## config.mk

```make
export PLATFORM = sky130hd
export DESIGN_NAME = demux_registrado
export DESIGN_NICKNAME = d
export VERILOG_FILES = /design/src/rtl/demux_pkg.sv /design/src/rtl/canal_retencion.sv /design/src/rtl/demux_registrado.sv
export SDC_FILE = /design/constraint.sdc
export NUM_CORES = 1
export LEC_CHECK = 0
export BUFFER_PORTS_ARGS = -buffer_cell sky130_fd_sc_hd__buf_2
export CAP_MARGIN = 40
export CORE_MARGIN = 5
export CORE_UTILIZATION = 48
export DETAILED_ROUTE_END_ITERATION = 7
export GPL_ROUTABILITY_DRIVEN = 0
export GPL_TIMING_DRIVEN = 1
export PLACE_DENSITY = 0.78
export SLEW_MARGIN = 20
export SYNTH_ARGS = -nofsm -noshare
export SYNTH_HDL_FRONTEND = slang
export SYNTH_HIERARCHICAL = 1
export SYNTH_SLANG_ARGS = --single-unit
```

## constraint.sdc

```tcl
create_clock -name clk -period 2.4 [get_ports clk]
set_input_delay 0.48 -clock clk [delete_from_list [all_inputs] [get_ports clk]]
set_output_delay 0.48 -clock clk [all_outputs]
set_load 0.02 [all_outputs]
```

## src/rtl/demux_pkg.sv

```systemverilog
// demux_pkg: default word and select widths shared across the processor datapath
package demux_pkg;
  localparam int ANCHO_DEF = 9;
  localparam int N_DEF = 2;
endpackage

```

## src/rtl/canal_retencion.sv

```systemverilog
// canal_retencion: one-entry holding register with valid/consume handshake
//   clk, rst         clock, asynchronous active-high reset
//   carga            load entrada this edge (wins over consumo)
//   consumo          consumer takes the held word this edge
//   entrada          word to load
//   dato, valido     held word (zero when empty) and its valid flag
//   libre            register can accept a load this cycle
module canal_retencion #(
  parameter int ANCHO = 9
) (
  input  logic             clk,
  input  logic             rst,
  input  logic             carga,
  input  logic             consumo,
  input  logic [ANCHO-1:0] entrada,
  output logic [ANCHO-1:0] dato,
  output logic             valido,
  output logic             libre
);
  typedef enum logic {VACIO, LLENO} estado_t;
  estado_t estado;
  always_ff @(posedge clk or posedge rst)
    if (rst) begin
      estado <= VACIO;
      dato   <= '0;
    end else if (carga) begin
      estado <= LLENO;
      dato   <= entrada;
    end else if (consumo && estado == LLENO) begin
      estado <= VACIO;
      dato   <= '0;
    end
  assign valido = estado == LLENO;
  // a full register that is consumed this cycle can take a new word on the same edge
  assign libre = !valido || consumo;
endmodule

```

## src/rtl/demux_registrado.sv

```systemverilog
// demux_registrado: registered, handshaked demultiplexor with broadcast and discard counter
//   Entrada/SEL/modo_difusion/entrada_valida  input word, destination, broadcast, valid
//   entrada_lista                             block accepts this cycle
//   Salidas/salidas_validas                   per-channel data {chN-1..ch0} and valid
//   salidas_consumidas                        per-channel consume strobes
//   descartes                                 saturating count of accepted SEL=0 words
module demux_registrado
  import demux_pkg::*;
#(
  parameter int ANCHO = ANCHO_DEF,
  parameter int N = N_DEF,
  localparam int NUM_CANALES = 2**N
) (
  input  logic                         clk,
  input  logic                         rst,
  input  logic [ANCHO-1:0]             Entrada,
  input  logic [N-1:0]                 SEL,
  input  logic                         modo_difusion,
  input  logic                         entrada_valida,
  output logic                         entrada_lista,
  output logic [NUM_CANALES*ANCHO-1:0] Salidas,
  output logic [NUM_CANALES-1:0]       salidas_validas,
  input  logic [NUM_CANALES-1:0]       salidas_consumidas,
  output logic [7:0]                   descartes
);
  logic [NUM_CANALES-1:0] libre;
  logic transferencia;
  // channel 0 is the null sink: always free, never valid, zero data; its consume strobe is meaningless
  assign libre[0] = 1'b1 | salidas_consumidas[0];
  assign salidas_validas[0] = 1'b0;
  assign Salidas[ANCHO-1:0] = '0;
  generate
    for (genvar i = 1; i < NUM_CANALES; i++) begin : g_canal
      logic carga;
      assign carga = transferencia && (modo_difusion || SEL == N'(i));
      canal_retencion #(.ANCHO(ANCHO)) u_canal (
        .clk     (clk),
        .rst     (rst),
        .carga   (carga),
        .consumo (salidas_consumidas[i]),
        .entrada (Entrada),
        .dato    (Salidas[i*ANCHO +: ANCHO]),
        .valido  (salidas_validas[i]),
        .libre   (libre[i])
      );
    end
  endgenerate
  // libre[0] is constant 1, so the AND covers exactly channels 1..NUM_CANALES-1 and SEL=0 always accepts
  assign entrada_lista = modo_difusion ? &libre : libre[SEL];
  assign transferencia = entrada_valida && entrada_lista;
  always_ff @(posedge clk or posedge rst)
    if (rst) descartes <= '0;
    else if (transferencia && !modo_difusion && SEL == '0 && descartes != 8'hFF) descartes <= descartes + 8'd1;
endmodule

```

Yosys cells after proc, flatten, opt, wreduce, memory -nomap -nowiden
Index checks and enable logic that the tools add are counted.
{ "op_classes": {"add_sub_neg": 1, "n_eq_ne": 4, "n_lt_le_gt_ge": 1, "bitwise": 0, "n_mul": 0, "n_div": 0, "mux": 15, "reduce_logical": 25, "n_shift": 0} }
{ "op_table": {"columns": ["op", "count"], "rows": [
  ["9-bit 2-to-1 mux", 6],
  ["1-bit logical AND", 10],
  ["8-bit by 1-bit adder with 8-bit output, second input constant", 1],
  ["1-bit 2-to-1 mux", 8],
  ["8-bit != test, second input constant", 1],
  ["1-bit logical OR", 6],
  ["2-bit nonzero test", 3],
  ["2-bit equality test, second input constant", 2],
  ["1-bit logical NOT", 4],
  ["2-bit by 3-bit < comparator with 1-bit output, second input constant", 1],
  ["3-bit AND reduction", 1],
  ["1-bit binary-select mux with 2-bit select", 1],
  ["2-bit by 1-bit equality test with 1-bit output, second input constant", 1],
  ["2-bit logical NOT", 1]
]} }
{ "totals": {"inputBits": 19, "reg_bits": 38, "elab_cells": 53, "out_inout_bits": 49, "latchBits": 0, "rom_bits": 0, "ram_bits": 0, "n_memories": 0} }

Depth between registers and ports, before layout
{ "depth": {"ltp_word": 9, "ltp_mapped": 7, "mapped_depth_nobuf": 6} }

Cells and area by module
The synthesis kept the hierarchy.
{ "modules_own_cells": {"columns": ["module", "instances", "cells_per_inst", "area_per_inst_um2", "seq_area_each_um2"], "rows": [
  ["canal_retencion", 3, 34, 431.7, 250.2],
  ["demux_registrado", 1, 64, 599.3, 200.2]
]} }

Least setup slack after synthesis
Ideal clock, no wire load.
{ "synth_timing": {"path_kind": "input to register", "startpoint": "in salidas_consumidas[3]", "endpoint": "reg g_canal[3].u_canal.dato[0]", "setup_ns": 0.121, "setup_slack_ns": 0.614, "path_buffers": 1, "arrival_ns": 1.665, "cell_stages": 7, "t_required_ns": 2.279, "cell_sequence": "nand2b_1 > a21boi_0 > o32a_1 > nor3b_1 > buf_6 > nor2b_1 > a22o_1"} }
{ "synth_via": {"elab_chain_len": 7, "word_cells_on_any_way": 10, "classes_between": "mux: 4; reduce/logical: 6"} }
{ "synth_rtl": {"columns": ["item", "line_no", "source"], "rows": [
  ["start: declaration", "demux_registrado.sv:23", "input logic [NUM_CANALES-1:0] salidas_consumidas,"],
  ["1-bit logical OR *", "canal_retencion.sv:35", "assign libre = !valido || consumo;"],
  ["1-bit binary-select mux with 2-bit select", "demux_registrado.sv:49", "assign entrada_lista = modo_difusion ? &libre : libre[SEL];"],
  ["1-bit 2-to-1 mux (implied by the code)", "demux_registrado.sv:49", null],
  ["1-bit 2-to-1 mux *", "demux_registrado.sv:49", null],
  ["1-bit logical AND *", "demux_registrado.sv:50", "assign transferencia = entrada_valida && entrada_lista;"],
  ["1-bit logical AND *", "demux_registrado.sv:35", "assign carga = transferencia && (modo_difusion || SEL == N'(i));"],
  ["via g_canal[3].carga", "demux_registrado.sv:34", "logic carga;"],
  ["9-bit 2-to-1 mux / 2-bit nonzero test (equally long branches)", null, null],
  ["end signal: assignment", "canal_retencion.sv:28", "dato <= entrada;"],
  ["end: declaration", "canal_retencion.sv:16", "output logic [ANCHO-1:0] dato,"]
]} }
The timed path passes the listed nets; every way through them passes the cells marked *. The select of a mux whose other input is x is not followed.
A chain may end at the register's enable or synchronous reset.

Worst setup path after layout
{ "layout_timing": {"startpoint": "reg g_canal[3].u_canal.estado", "endpoint": "out entrada_lista"} }
{ "layout_via": {"elab_chain_len": 5, "word_cells_on_any_way": 6, "classes_between": "mux: 3; reduce/logical: 3"} }
{ "layout_rtl": {"columns": ["item", "line_no", "source"], "rows": [
  ["start: declaration", "canal_retencion.sv:21", "estado_t estado;"],
  ["start signal: assignment", "canal_retencion.sv:24", "estado <= VACIO;"],
  ["start signal: assignment", "canal_retencion.sv:27", "estado <= LLENO;"],
  ["start signal: assignment", "canal_retencion.sv:30", "estado <= VACIO;"],
  ["1-bit logical NOT *", "canal_retencion.sv:35", null],
  ["1-bit logical OR *", "canal_retencion.sv:35", null],
  ["via libre[3]", "demux_registrado.sv:26", "logic [NUM_CANALES-1:0] libre;"],
  ["1-bit binary-select mux with 2-bit select", "demux_registrado.sv:49", null],
  ["1-bit 2-to-1 mux (implied by the code)", "demux_registrado.sv:49", null],
  ["1-bit 2-to-1 mux *", "demux_registrado.sv:49", null],
  ["end: declaration", "demux_registrado.sv:20", "output logic entrada_lista,"]
]} }
Marks and branches as above.

==> qor.yml <==
run_status:
  status: "complete, no violations"
cells_and_area:
  syn2layout_area_growth_pct: 19.0
  ff_latch_area_sq_um: 951
  antenna_cells: 0
  multi_input_area_sq_um: 802
  nNetsFinal: 245
  drive_above_1_share_pct: 31.6
  fin_area_sq_um: 2250
  fillers: 327
clock_tree:
  cts_buffer_depth: 2
  cts_tree: "yes"
  cts_buffers: 5
  htreeDepth: 2
  clock_sinks: 38
  cts_setup_buffers: 0
  cts_hold_buf: 0
  clock_latency_ns: 0.28
  root_buffer: "clkbuf_8"
  cts_resized: 0
  clk_pin_slew_ns: 0.07
floorplanning:
  num_io_pins: 68
  core_sq_um: 3740
  start_util_pct: 50.6
  dieHeight_um: 72.8
  row_count: 22
  dieArea_sq_um: 5300
  die_w_um: 72.8
timing:
  fmax_mhz: 501
  slew_viol_final: 0
  setup_violations: 0
  setup_tns_ns: 0
  layout_min_cycle_time_ns: 2.00
  hold_viol: 0
  fin_crit_sh_pct: 83.2
  rsz0062_at_grt: "false"
  max_slew_margin_pct: 64.0
  clock_skew_ns: 0.00526
  tightest_slew_ns: 0.537
power:
  p_per_area_nw_per_um2: 885
  peakVddDrop_mv: 0.491
  leakage_nw: 1.19
logic_synthesis:
  synth-seq-cells: 38
  netlist_area_sq_um: 1890
  seq_area_frac_synth_pct: 50.2
  synth_compound_area_share_pct: 18.4
  yosys.area_share.xor_xnor_pct: 0.462
  synth_cell_types: 31
  netlist_instances: 166
  synth_top_family_by_area: "compound AO/OA/AOI/OAI gates"
  synth_simple_gate_area_share_pct: 18.2
  yosys_warnings: 6
  syn_area_per_cell_sq_um: 11.4
  muxShareOfSynthArea_pct: 2.38
  synthAdderAreaFrac_pct: 0.661
routing:
  first_iter_violations: 84
  wire_per_inst_um: 15.2
  routed_wl_um: 4140
  num_vias: 1436
  drc_errors: 0
  postRouteAntennaNets: 0
  viasPerCell: 5.26
  drt_first_pass_iters: 4
run:
  max_cap_viol_count: 0
global_routing:
  grt_pass1_wl_um: 6640
  grt_start_max_net_pins: 20
  antenna_found_initial: 0
  grt-ovfl-total: 0
  grt_pass1_vias: 1369
  track_usage_pct: 16.3
worst_setup_path:
  worstPathArrival_ns: 1.52
  path_max_fanout: 4
  endpoint_kind: "primary output"
  reg2reg_to: "g_canal[3].u_canal/dato[5]"
  r2r_slack_ns: 0.56
  r2r-start: "g_canal[3].u_canal/valido"
  path_class: "reg2out"
  rr_worst_depth: 7
  cp.required_ns: 1.92
  worstSetupStartpointType: "flop"
worst_hold_path:
  hp-class: "in2async"
placement:
  port_buffers: 56
  placed_cell_area_sq_um: 2140
  dpl.hpwl_um: 3080
layout by cell type (no fill, tap or decap), drive strengths merged, types with 5 or more instances in the layout:
cell type,instances
inv,7
nor2b,29
clkbuf,6
buf,59
conb,10
a22o,27
nand2,5
dfrtp,38
nand2b,7
routing by layer:
| layer | share of wire [%] | up-vias | GRT usage [%] |
|---|---|---|---|
| met5 | 0 | - | 0 |
| met4 | 1.6 | 0 | 5.12 |
| met3 | 7.6 | 8 | 5.10 |
| met2 | 47 | 53 | 25.6 |
| met1 | 43 | 689 | 21.4 |
| li1 | - | 686 | - |
where the power goes:
part,internal [W],switching [W],total [W]
logic,0.000241,0.000360,0.000601
clock network,0.000332,0.000214,0.000547
registers,0.000760,0.0000871,0.000847
per-stage QoR:
step | hold slack, ns | power [W] | utilization [%] | cells | worst slack [ns]
2_1_floorplan | 0.296 | 0.00128 | - | 175 | 0.614
3_3_place_gp | 0.482 | 0.00145 | 57.2 | 266 | 0.370
4_1_cts | 0.185 | 0.00201 | 60.2 | 273 | 0.377
6_report | 0.183 | 0.00199 | 60.2 | 273 | 0.403
5_1_grt | 0.203 | 0.00211 | 60.2 | 273 | 0.298
3_5_place_dp | 0.494 | 0.00146 | 57.2 | 266 | 0.367
worst max-delay path, cell delays in order (launching register included):
cell and delay [ns]:
dfrtp_1 0.40, nand2b_1 0.13, a21boi_0 0.10, o32a_1 0.39, inv_1 0.07, buf_2 0.16
synthesized netlist by cell type:
master | count | area (sq um)
a21boi_0 | 2 | 15.0
a21oi_1 | 3 | 15.0
a22o_1 | 27 | 236
a2bb2oi_1 | 1 | 8.76
a31oi_1 | 4 | 25.0
and2_1 | 1 | 6.26
and3_1 | 2 | 12.5
and4_1 | 1 | 8.76
buf_4 | 10 | 75.1
buf_6 | 3 | 33.8
buf_8 | 3 | 45.0
conb_1 | 1 | 3.75
dfrtp_1 | 38 | 951
ha_1 | 1 | 12.5
inv_1 | 7 | 26.3
mux2_1 | 2 | 22.5
mux2_2 | 2 | 22.5
nand2_1 | 5 | 18.8
nand2b_1 | 7 | 43.8
nand3_1 | 1 | 5.00
nand4_1 | 3 | 18.8
nor2_1 | 3 | 11.3
nor2b_1 | 29 | 181
nor3b_1 | 2 | 15.0
nor4b_4 | 1 | 23.8
o2111a_1 | 1 | 11.3
o211ai_1 | 1 | 7.51
o21ai_0 | 2 | 10.0
o21ai_2 | 1 | 8.76
o32a_1 | 1 | 10.0
xnor2_1 | 1 | 8.76
cell families (layout without fill, tap and decap cells):
kind of cell    Yosys count  after routing
fa+ha+maj                 1              1
compound gates           43             43
buf+inv                  23             73
simple gates             55             55
mux                       4              4
flops                    38             38
xor+xnor                  1              1
other cells               1             10
area by class of cell:
cell class	count	area share [%]
clock buffer	6	3.66
clock inverter	1	1.33
inverter	7	1.17
multi-input combinational	114	35.6
sequential	38	42.2
tap	48	2.66
timing repair buffer	59	13.4
worst max path at each step:
| stage | start | endpoint | slack, ns | cells past startpoint |
|---|---|---|---|---|
| after detailed placement | salidas_consumidas[3] | g_canal[3].u_canal/dato[5] | 0.37 | 8 |
| final | g_canal[3].u_canal/valido | entrada_lista | 0.40 | 5 |
| after global routing | g_canal[3].u_canal/valido | entrada_lista | 0.30 | 5 |
| after global placement | salidas_consumidas[3] | g_canal[3].u_canal/dato[3] | 0.37 | 8 |
| after floorplan | salidas_consumidas[3] | g_canal[3].u_canal/dato[0] | 0.61 | 7 |
| after CTS | g_canal[3].u_canal/valido | entrada_lista | 0.38 | 5 |
state kept, by name (all words and copies together) (netlist names):
signal,count
descartes,8
g_canal.u_canal/valido,3
g_canal.u_canal/dato,27
Power figures use the tool's default switching activity.
